File: src/rtl/hockey_pkg.sv
// hockey_pkg
// Shared definitions for the air-hockey display path:
//   - state codes driven by the game FSM (shared with that FSM),
//   - active-low 7-segment glyphs, bit order {g,f,e,d,c,b,a},
//   - a helper that turns a puck column into a one-hot LED pattern.
package hockey_pkg;

    // Game FSM state codes; 11..15 are unused and shown as a dark display.
    localparam logic [3:0] ST_IDLE     = 4'd0;
    localparam logic [3:0] ST_DISPLAY  = 4'd1;
    localparam logic [3:0] ST_HIT_A    = 4'd2;
    localparam logic [3:0] ST_HIT_B    = 4'd3;
    localparam logic [3:0] ST_SEND_A   = 4'd4;
    localparam logic [3:0] ST_SEND_B   = 4'd5;
    localparam logic [3:0] ST_RESP_A   = 4'd6;
    localparam logic [3:0] ST_RESP_B   = 4'd7;
    localparam logic [3:0] ST_GOAL_A   = 4'd8;
    localparam logic [3:0] ST_GOAL_B   = 4'd9;
    localparam logic [3:0] ST_GAMEOVER = 4'd10;

    // Digit glyphs.
    localparam logic [6:0] DIGIT_0 = 7'b1000000;
    localparam logic [6:0] DIGIT_1 = 7'b1111001;
    localparam logic [6:0] DIGIT_2 = 7'b0100100;
    localparam logic [6:0] DIGIT_3 = 7'b0110000;
    localparam logic [6:0] DIGIT_4 = 7'b0011001;
    localparam logic [6:0] DIGIT_5 = 7'b0010010;
    localparam logic [6:0] DIGIT_6 = 7'b0000010;
    localparam logic [6:0] DIGIT_7 = 7'b1111000;

    // Letter and punctuation glyphs.
    localparam logic [6:0] GLYPH_A     = 7'b0001000;
    localparam logic [6:0] GLYPH_B     = 7'b0000011;
    localparam logic [6:0] GLYPH_DASH  = 7'b0111111;
    localparam logic [6:0] GLYPH_BLANK = 7'b1111111;

    // Puck column 0..4 -> one-hot LED column; off-board columns light nothing.
    function automatic logic [4:0] col_onehot(input logic [2:0] col);
        col_onehot = (col <= 3'd4) ? (5'b00001 << col) : 5'b00000;
    endfunction

endpackage

File: src/rtl/hockey_display_seg7_encode.sv
// seg7_encode
// Combinational 3-bit value -> active-low 7-segment digit glyph.
// Ports:
//   value  in  [2:0]  value to show (0..7, every code has a glyph)
//   glyph  out [6:0]  active-low segments {g,f,e,d,c,b,a}
module seg7_encode
    import hockey_pkg::*;
(
    input  logic [2:0] value,
    output logic [6:0] glyph
);

    always_comb begin
        case (value)
            3'd0:    glyph = DIGIT_0;
            3'd1:    glyph = DIGIT_1;
            3'd2:    glyph = DIGIT_2;
            3'd3:    glyph = DIGIT_3;
            3'd4:    glyph = DIGIT_4;
            3'd5:    glyph = DIGIT_5;
            3'd6:    glyph = DIGIT_6;
            default: glyph = DIGIT_7;
        endcase
    end

endmodule

File: src/rtl/hockey_display.sv
// hockey_display
// Display stage behind the air-hockey game FSM. Every output is a register
// loaded from the inputs sampled at the same edge and the blink phase that
// edge produces, so a new state is shown ON on its very first visible cycle.
// Ports:
//   clk, rst            clock, synchronous active-high reset
//   state   in  [3:0]   game state code (see hockey_pkg)
//   score_a in  [2:0]   player A score
//   score_b in  [2:0]   player B score
//   x_coord in  [2:0]   puck column 0..4
//   y_coord in  [2:0]   puck row 0..4
//   turn    in          serving player in DISPLAY (0=A, 1=B)
//   LEDA, LEDB out      player indicators
//   LEDX    out [4:0]   one-hot puck column
//   SSD7..SSD0 out [6:0] active-low digits {g,f,e,d,c,b,a}
module hockey_display
    import hockey_pkg::*;
#(
    parameter int BLINK_HALF = 100,
    parameter int WIN_SCORE  = 3
) (
    input  logic       clk,
    input  logic       rst,
    input  logic [3:0] state,
    input  logic [2:0] score_a,
    input  logic [2:0] score_b,
    input  logic [2:0] x_coord,
    input  logic [2:0] y_coord,
    input  logic       turn,
    output logic       LEDA,
    output logic       LEDB,
    output logic [4:0] LEDX,
    output logic [6:0] SSD7,
    output logic [6:0] SSD6,
    output logic [6:0] SSD5,
    output logic [6:0] SSD4,
    output logic [6:0] SSD3,
    output logic [6:0] SSD2,
    output logic [6:0] SSD1,
    output logic [6:0] SSD0
);

    localparam logic [15:0] BLINK_LAST = 16'(BLINK_HALF - 1);

    logic [3:0]  state_q;
    logic [15:0] blink_cnt, blink_cnt_next;
    logic        blink_phase, phase_next;

    logic [6:0] glyph_a, glyph_b, glyph_y;

    logic            leda_next, ledb_next;
    logic [4:0]      ledx_next;
    logic [7:0][6:0] ssd_next;
    logic            winner_a;

    seg7_encode u_enc_a (.value(score_a), .glyph(glyph_a));
    seg7_encode u_enc_b (.value(score_b), .glyph(glyph_b));
    seg7_encode u_enc_y (.value(y_coord), .glyph(glyph_y));

    // Blink generator next state. A state change restarts the half-period
    // in the ON phase and overrides any terminal-count toggle.
    always_comb begin
        if (state != state_q) begin
            blink_cnt_next = '0;
            phase_next     = 1'b1;
        end else if (blink_cnt == BLINK_LAST) begin
            blink_cnt_next = '0;
            phase_next     = ~blink_phase;
        end else begin
            blink_cnt_next = blink_cnt + 16'd1;
            phase_next     = blink_phase;
        end
    end

    assign winner_a = int'(score_a) >= WIN_SCORE;

    // Output decode.
    // NOTE: every signal gets a default at the top so no path through the
    // case leaves it unassigned, which would otherwise infer a latch.
    always_comb begin
        leda_next = 1'b0;
        ledb_next = 1'b0;
        ledx_next = 5'b00000;
        ssd_next  = {8{GLYPH_BLANK}};

        // Score line shared by every active game state.
        if (state >= ST_DISPLAY && state <= ST_GOAL_B) begin
            ssd_next[3] = glyph_a;
            ssd_next[2] = GLYPH_DASH;
            ssd_next[1] = GLYPH_DASH;
            ssd_next[0] = glyph_b;
        end

        case (state)
            ST_IDLE: begin
                ssd_next[3] = GLYPH_A;
                ssd_next[2] = GLYPH_DASH;
                ssd_next[1] = GLYPH_DASH;
                ssd_next[0] = GLYPH_B;
                leda_next   = phase_next;
                ledb_next   = phase_next;
            end
            ST_DISPLAY: begin
                leda_next = ~turn;
                ledb_next = turn;
            end
            ST_HIT_A: leda_next = 1'b1;
            ST_HIT_B: ledb_next = 1'b1;
            ST_SEND_A, ST_SEND_B, ST_RESP_A, ST_RESP_B: begin
                ssd_next[7] = (y_coord <= 3'd4) ? glyph_y : GLYPH_DASH;
                ledx_next   = col_onehot(x_coord);
                // Codes 4/6 have bit0 clear: A must respond.
                leda_next   = ~state[0];
                ledb_next   = state[0];
            end
            ST_GOAL_A: begin
                if (!phase_next) ssd_next[3] = GLYPH_BLANK;
                ledx_next = {5{phase_next}};
                leda_next = 1'b1;
            end
            ST_GOAL_B: begin
                if (!phase_next) ssd_next[0] = GLYPH_BLANK;
                ledx_next = {5{phase_next}};
                ledb_next = 1'b1;
            end
            ST_GAMEOVER: begin
                if (phase_next) ssd_next = {8{winner_a ? GLYPH_A : GLYPH_B}};
                leda_next = winner_a;
                ledb_next = ~winner_a;
            end
            default: ;
        endcase
    end

    // NOTE: sequential state uses non-blocking assignments so every register
    // samples the pre-edge values regardless of statement order.
    always_ff @(posedge clk) begin
        if (rst) begin
            // Reset copy of the state is IDLE, so leaving reset into any
            // other state restarts the blink in the ON phase.
            state_q     <= ST_IDLE;
            blink_cnt   <= '0;
            blink_phase <= 1'b1;
            LEDA        <= 1'b0;
            LEDB        <= 1'b0;
            LEDX        <= 5'b00000;
            SSD7        <= GLYPH_BLANK;
            SSD6        <= GLYPH_BLANK;
            SSD5        <= GLYPH_BLANK;
            SSD4        <= GLYPH_BLANK;
            SSD3        <= GLYPH_BLANK;
            SSD2        <= GLYPH_BLANK;
            SSD1        <= GLYPH_BLANK;
            SSD0        <= GLYPH_BLANK;
        end else begin
            state_q     <= state;
            blink_cnt   <= blink_cnt_next;
            blink_phase <= phase_next;
            LEDA        <= leda_next;
            LEDB        <= ledb_next;
            LEDX        <= ledx_next;
            SSD7        <= ssd_next[7];
            SSD6        <= ssd_next[6];
            SSD5        <= ssd_next[5];
            SSD4        <= ssd_next[4];
            SSD3        <= ssd_next[3];
            SSD2        <= ssd_next[2];
            SSD1        <= ssd_next[1];
            SSD0        <= ssd_next[0];
        end
    end

endmodule

File: config.mk
export PLATFORM = sky130hd
export DESIGN_NAME = hockey_display
export DESIGN_NICKNAME = d
export VERILOG_FILES = /design/src/rtl/hockey_pkg.sv /design/src/rtl/hockey_display_seg7_encode.sv /design/src/rtl/hockey_display.sv
export SDC_FILE = /design/constraint.sdc
export NUM_CORES = 1
export LEC_CHECK = 0
export CAP_MARGIN = 20
export CORE_MARGIN = 2
export CORE_UTILIZATION = 48
export CTS_CLUSTER_DIAMETER = 200
export DETAILED_ROUTE_END_ITERATION = 10
export PLACE_DENSITY = 0.93
export RECOVER_POWER = 100
export SLEW_MARGIN = 30
export SYNTH_ARGS = -nofsm -noshare
export SYNTH_HDL_FRONTEND = slang
export SYNTH_SLANG_ARGS = --single-unit
File: constraint.sdc
create_clock -name clk -period 5.99 [get_ports clk]
set_clock_uncertainty 0.2 [all_clocks]
set_input_delay 1.4975 -clock clk [delete_from_list [all_inputs] [get_ports clk]]
set_output_delay 1.4975 -clock clk [all_outputs]
set_load 0.01 [all_outputs]
==> results.py, run 1 <==
metrics = {
    "status": {
        "outcome": "completed",
    },
    "logic_synthesis": {
        "avgSynthCellArea_um2": 8.89,
        "ys_seq_elements": 56,
        "synth.net_count": 305,
        "synth_ff_type": "dfxtp_1",
        "synthCells": 285,
        "synth_area_leaders": "dfxtp_1 (44%), buf_4 (8.3%), nor2_1 (4.7%)",
        "synth_area_um2": 2530,
        "synth-edff-count": 0,
        "yosysTopAreaCell": "dfxtp_1",
        "yosysSeqAreaShare": 0.443,
        "synthArstFlopShare": 0,
        "yosysWarningCount": 0,
        "synth_cell_types": 46,
        "synth_top_area_frac": 0.443,
    },
    "clocking": {
        "cts_setup_buffers": 0,
        "clk_pin_slew_ns": 0.09,
        "clockBufferDepth": 2,
        "tritoncts": "built",
        "cts_root_buffer": "clkbuf_8",
        "clock-sinks": 56,
        "clk_latency_ns": 0.30,
        "hold_buffers": 0,
        "numCtsBuffers": 5,
        "post_cts_resize_count": 0,
        "htreeDepth": 2,
    },
    "critical_path": {
        "max_stage_delay_ns": 1.11,
        "cp_cell_sequence": "dlygate4sd3_1 > xnor2_1 > nand4_1 > nor3_1 > o21ai_1 > o21ai_0",
        "crit_arrival_ns": 4.44,
        "critPathKind": "primary input to register",
        "required_ns": 6.01,
        "worstPathMaxFanout": 16,
        "cp-end-kind": "register",
        "cp-start-kind": "primary input",
        "critPathSlowestCell": "nor3_1",
    },
    "sta": {
        "setup_viol": 0,
        "fin_crit_ns": 4.42,
        "maxSlewHeadroom": 0.0837,
        "rsz0062_at_grt": "no",
        "worst_pin_slew_ns": 1.36,
        "finalSetupTns_ns": 0,
        "timing.fmax_mhz": 226,
        "fin_crit_sh": 0.737,
        "drv_slew": 0,
        "hold_viol": 0,
    },
    "cells_and_area": {
        "layout-drive-gt1-share": 0.0389,
        "fill_cells": 437,
        "nNetsFinal": 354,
        "multi_input_area_um2": 1110,
        "final-seq-area_um2": 1120,
        "area_growth_pct": 27.7,
        "insertedDiodeCount": 0,
    },
    "power": {
        "ir_drop_mv": 0.115,
        "power.switching_w": 0.000167,
        "power.total_w": 0.000680,
        "p_int_w": 0.000512,
        "sequentialPowerShare": 0.575,
        "cellPowerDensity_nw_per_um2": 210,
        "p_comb_frac": 0.138,
        "swShare": 0.246,
        "p_leak_nw": 1.08,
        "p_clk_frac": 0.287,
    },
    "detailed_routing": {
        "routed-wl-met2_um": 2740,
        "routed-wl-met3_um": 411,
        "route.layer.met1.wl_um": 2230,
        "highest-signal-layer": "met4",
        "postRouteAntennaNets": 0,
        "firstDrtPassIters": 4,
        "vias": 2149,
        "via_per_inst": 5.32,
        "avgRoutedWirePerCell_um": 13.5,
        "drt_iter0_drc": 152,
        "drcViolationCount": 0,
        "wl_um": 5460,
    },
    "floorplanning": {
        "initial_utilization": 0.496,
        "num_rows": 26,
        "num_io_pins": 82,
        "dieWidth_um": 76.6,
        "core_um2": 5110,
        "die_area_um2": 5870,
        "die_h_um": 76.6,
    },
    "grt": {
        "grtUsageTotal": 0.185,
        "grt-ovfl-total": 0,
        "grt_first_pass_wirelength_um": 8980,
        "antenna_found_initial": 0,
        "grt_max_degree": 20,
        "grt_pass1_vias": 1941,
    },
    "placed_design": {
        "gp_congestion": 0.805,
        "place_hpwl_um": 4070,
        "portBuffers": 81,
    },
    "min_path": {
        "worst_hold_path_type": "register to register",
    },
    "job": {
        "drv_cap": 0,
    },
}
==> registers in the layout (all words and copies together), names as in the netlist <==
register	flops
SSD3	7
LEDX	5
LEDA	1
SSD4	3
SSD0	7
SSD2	4
LEDB	1
blink_cnt	16
SSD7	7
state_q	4
blink_phase	1
==> power by group through the flow <==
stage	Combinational (W)	Clock, W	Sequential, W
finish	0.0000940	0.000195	0.000391
global route	0.000102	0.000213	0.000392
CTS	0.000100	0.000195	0.000392
detailed placement	0.0000999	0	0.000400
global placement	0.0000969	0	0.000400
floorplan	0.0000445	0	0.000406
==> layer usage <==
layer / up-vias / track usage
met5: - / 0
met4: 0 / 0.0527
met1: 990 / 0.211
li1: 1045 / -
met2: 105 / 0.338
met3: 9 / 0.0486
==> metrics by stage <==
step / setup WS, ns / area (um2) / instances / hold slack [ns] / utilization
CTS: 2.34 / 3250 / 404 / 0.279 / 0.636
global route: 1.19 / 3230 / 404 / 0.303 / 0.633
global placement: 2.17 / 3170 / 397 / 0.241 / 0.621
detailed placement: 2.05 / 3170 / 397 / 0.258 / 0.621
floorplan: 3.02 / 2530 / 285 / 0.230 / -
finish: 1.57 / 3230 / 404 / 0.275 / 0.633
==> synthesized netlist by cell type, types with 2 or more instances <==
cell and number:
a21oi_1 11, and3_1 5, buf_2 2, buf_4 28
clkbuf_1 7, dfxtp_1 56, inv_1 6, nand2_1 23
nand2b_1 6, nand3_1 6, nand4_1 6, nor2_1 32
nor2b_1 8, nor3_1 9, nor4_1 4, o21ai_0 19
o221ai_1 4, or3_1 3, or4_1 3, xnor2_1 12
xor2_1 10
==> cells by family after synthesis <==
logic type                 after synthesis  share of synthesized area
adders and majority gates                2                    0.00889
DFF                                     56                      0.443
muxes                                    1                    0.00395
and+or+nand+nor                        114                      0.246
buffers and inverters                   45                      0.112
xor gates and xnor gates                22                     0.0761
AOI/OAI and AO/OA                       45                      0.110
==> worst paths after layout <==
check / slack (ns) / start / to / cells past startpoint
setup / recovery: 1.57 / state[1] / SSD0[4] / 6
setup reg to reg: 2.75 / blink_cnt[0] / SSD0[4] / 6
hold / removal: 0.28 / blink_cnt[0] / blink_cnt[0] / 1
hold reg to reg: 0.28 / blink_cnt[0] / blink_cnt[0] / 1
==> critical path, delay by kind of cell <==
kind | cells | cell delay (ns)
and+or+nand+nor | 2 | 1.26
AOI/OAI and AO/OA | 2 | 0.76
xor gates and xnor gates | 1 | 0.16
buffers and inverters | 1 | 0.75
==> layout by cell type (no fill, tap or decap), drive strengths merged, types with 2 or more instances in the layout <==
| master | synthesis | final |
|---|---|---|
| a21oi | 11 | 11 |
| and3 | 5 | 5 |
| clkbuf | 7 | 5 |
| clkdlybuf4s50 | 0 | 16 |
| dfxtp | 56 | 56 |
| dlygate4sd3 | 0 | 65 |
| inv | 6 | 6 |
| nand2 | 23 | 23 |
| nand2b | 6 | 6 |
| nand3 | 6 | 6 |
| nand4 | 6 | 6 |
| nor2 | 32 | 32 |
| nor2b | 8 | 8 |
| nor3 | 10 | 10 |
| nor4 | 5 | 5 |
| nor4b | 2 | 2 |
| o21ai | 20 | 20 |
| o221ai | 4 | 4 |
| or3 | 4 | 4 |
| or4 | 3 | 3 |
| xnor2 | 12 | 12 |
| xor2 | 10 | 10 |
==> final cells by class <==
cell class | count | share of cell area
inverters | 6 | 0.00696
multi-input cells | 184 | 0.344
flip-flops and latches | 56 | 0.347
clock buffers | 5 | 0.0213
well taps | 70 | 0.0271
repair buffers | 81 | 0.251
clock inverters | 2 | 0.00387
No activity file was read; power rests on OpenSTA's default activity.
==> run 2: changes to the inputs <==
- CORE_UTILIZATION: 48 -> 41
- PLACE_DENSITY: 0.93 -> 0.85
- clock period: 5.99 -> 3.9 ns (I/O delays scaled with it)
==> run 2 against run 1 <==
Net effect: final area up 1.9%; clock-buffer cell count increased by 2; global-route usage down 2.0 points; die area is 16% higher; register-to-register slack worse by 1.3 ns; flip-flop and latch count is the same; largest power group unchanged; highest routed layer unchanged.
==> results.py, run 2 (same netlist as run 1, synthesis figures left out) <==
metrics = {
    "sta": {
        "worst_pin_slew_ns": 0.680,
        "fin_ws_ns": 0.705,
        "finalSetupTns_ns": 0,
        "fin_crit_sh": 0.819,
        "setup_viol": 0,
        "fin_crit_ns": 3.20,
        "hold_viol": 0,
        "maxSlewHeadroom": 0.545,
        "drv_slew": 0,
        "timing.fmax_mhz": 313,
        "rsz0062_at_grt": "no",
    },
    "clocking": {
        "clockBufferDepth": 2,
        "clk_latency_ns": 0.32,
        "numCtsBuffers": 5,
        "cts_root_buffer": "clkbuf_8",
        "htreeDepth": 2,
        "hold_buffers": 0,
        "clock-sinks": 56,
        "post_cts_resize_count": 0,
        "clk_pin_slew_ns": 0.11,
        "tritoncts": "built",
        "cts_setup_buffers": 0,
    },
    "placed_design": {
        "placed_area_um2": 3180,
        "dp_slack_ns": 0.475,
        "dp_cells": 402,
        "portBuffers": 81,
        "place_hpwl_um": 3940,
        "gp_congestion": 0.823,
    },
    "cells_and_area": {
        "fill_cells": 527,
        "area_growth_pct": 30.2,
        "layout-drive-gt1-share": 0.0448,
        "largest_reg_flops": 16,
        "insertedDiodeCount": 0,
        "nNetsFinal": 354,
        "layout_common_cells": "dlygate4sd3_1 (66), dfxtp_1 (56), nor2_1 (32), nand2_1 (23), o21ai_0 (19)",
        "final_area_um2": 3300,
        "fin_util": 0.554,
        "final-seq-area_um2": 1120,
        "fin_cells": 410,
        "final_common_cell": "dlygate4sd3_1",
        "regMostFlops": "blink_cnt",
        "multi_input_area_um2": 1120,
    },
    "grt": {
        "grt_max_degree": 20,
        "grtUsageMet2": 0.283,
        "use_met1": 0.202,
        "top_usage_layer": "met2",
        "grt_first_pass_wirelength_um": 8690,
        "grt_pass1_vias": 1939,
        "grt-ovfl-total": 0,
        "grtUsageTotal": 0.165,
        "antenna_found_initial": 0,
        "use_met3": 0.0272,
    },
    "min_path": {
        "worst_hold_path_type": "register to register",
    },
    "floorplanning": {
        "die_h_um": 82.6,
        "die_area_um2": 6820,
        "num_rows": 28,
        "num_io_pins": 82,
        "core_um2": 5960,
        "initial_utilization": 0.425,
        "dieWidth_um": 82.6,
    },
    "critical_path": {
        "cp-start-kind": "primary input",
        "cp_num_buf_inv": 1,
        "critPathTopFamily": "simple AND/OR/NAND/NOR gates",
        "max_stage_delay_ns": 0.74,
        "cp_cell_sequence": "dlygate4sd3_1 > xnor2_1 > nand4_1 > nor3_4 > o21ai_1 > o221ai_1",
        "cp-end-kind": "register",
        "critPathSlowestCell": "dlygate4sd3_1",
        "worstPathMaxFanout": 16,
        "required_ns": 3.94,
        "critPathKind": "primary input to register",
        "regToRegSetupSlack_ns": 1.43,
        "crit_arrival_ns": 3.23,
    },
    "detailed_routing": {
        "firstDrtPassIters": 4,
        "wl_um": 5300,
        "postRouteAntennaNets": 0,
        "drt_iter0_drc": 114,
        "vias": 2133,
        "drcViolationCount": 0,
        "via_per_inst": 5.20,
        "avgRoutedWirePerCell_um": 12.9,
    },
    "power": {
        "ir_drop_mv": 0.180,
        "cellPowerDensity_nw_per_um2": 351,
        "p_leak_nw": 1.10,
    },
    "job": {
        "drv_cap": 0,
    },
    "status": {
        "outcome": "completed",
    },
}
## run 2: cell count changes in the layout (fill, tap and decap cells not counted)
cell,before,now
bufinv_16,0,1
clkbuf_8,5,7
clkdlybuf4s50_1,16,15
clkinv_2,1,0
clkinvlp_4,1,0
dlygate4sd3_1,65,66
nor3_1,10,9
nor3_4,0,1
## run 2: per-layer routing
| layer | vias up | part of all wire | wire length, um |
|---|---|---|---|
| li1 | 1047 | - | - |
| met1 | 984 | 0.43 | 2280 |
| met4 | 0 | 0.014 | 72 |
| met2 | 96 | 0.48 | 2520 |
| met5 | - | 0 | 0 |
| met3 | 6 | 0.081 | 427 |
## run 2: layout make-up
class	instances	share of cell area
Timing Repair Buffer	81	0.246
Multi-Input combinational cell	184	0.340
Inverter	6	0.00683
Tap cell	75	0.0285
Sequential cell	56	0.340
Clock buffer	7	0.0292
Clock inverter	1	0.00911
## run 2: where the power goes
group          switching [W]  internal (W)  total [W]
sequential        0.00000647      0.000593   0.000600
combinational      0.0000745     0.0000713   0.000146
clock               0.000186      0.000227   0.000412
total               0.000267      0.000891    0.00116
## run 2: worst paths after layout
path,end,cells after the start,from
worst max register to register,SSD3[0],6,blink_cnt[0]
worst max-delay path,SSD3[0],6,state[1]
worst min-delay path,blink_cnt[0],1,blink_cnt[0]
worst min register to register,blink_cnt[0],1,blink_cnt[0]
## run 2: through the flow
stage               hold slack [ns]  total power (W)
finish                        0.288          0.00116
global route                  0.311          0.00121
CTS                           0.288          0.00117
floorplan                     0.230         0.000692
global placement              0.244         0.000764
detailed placement            0.265         0.000769
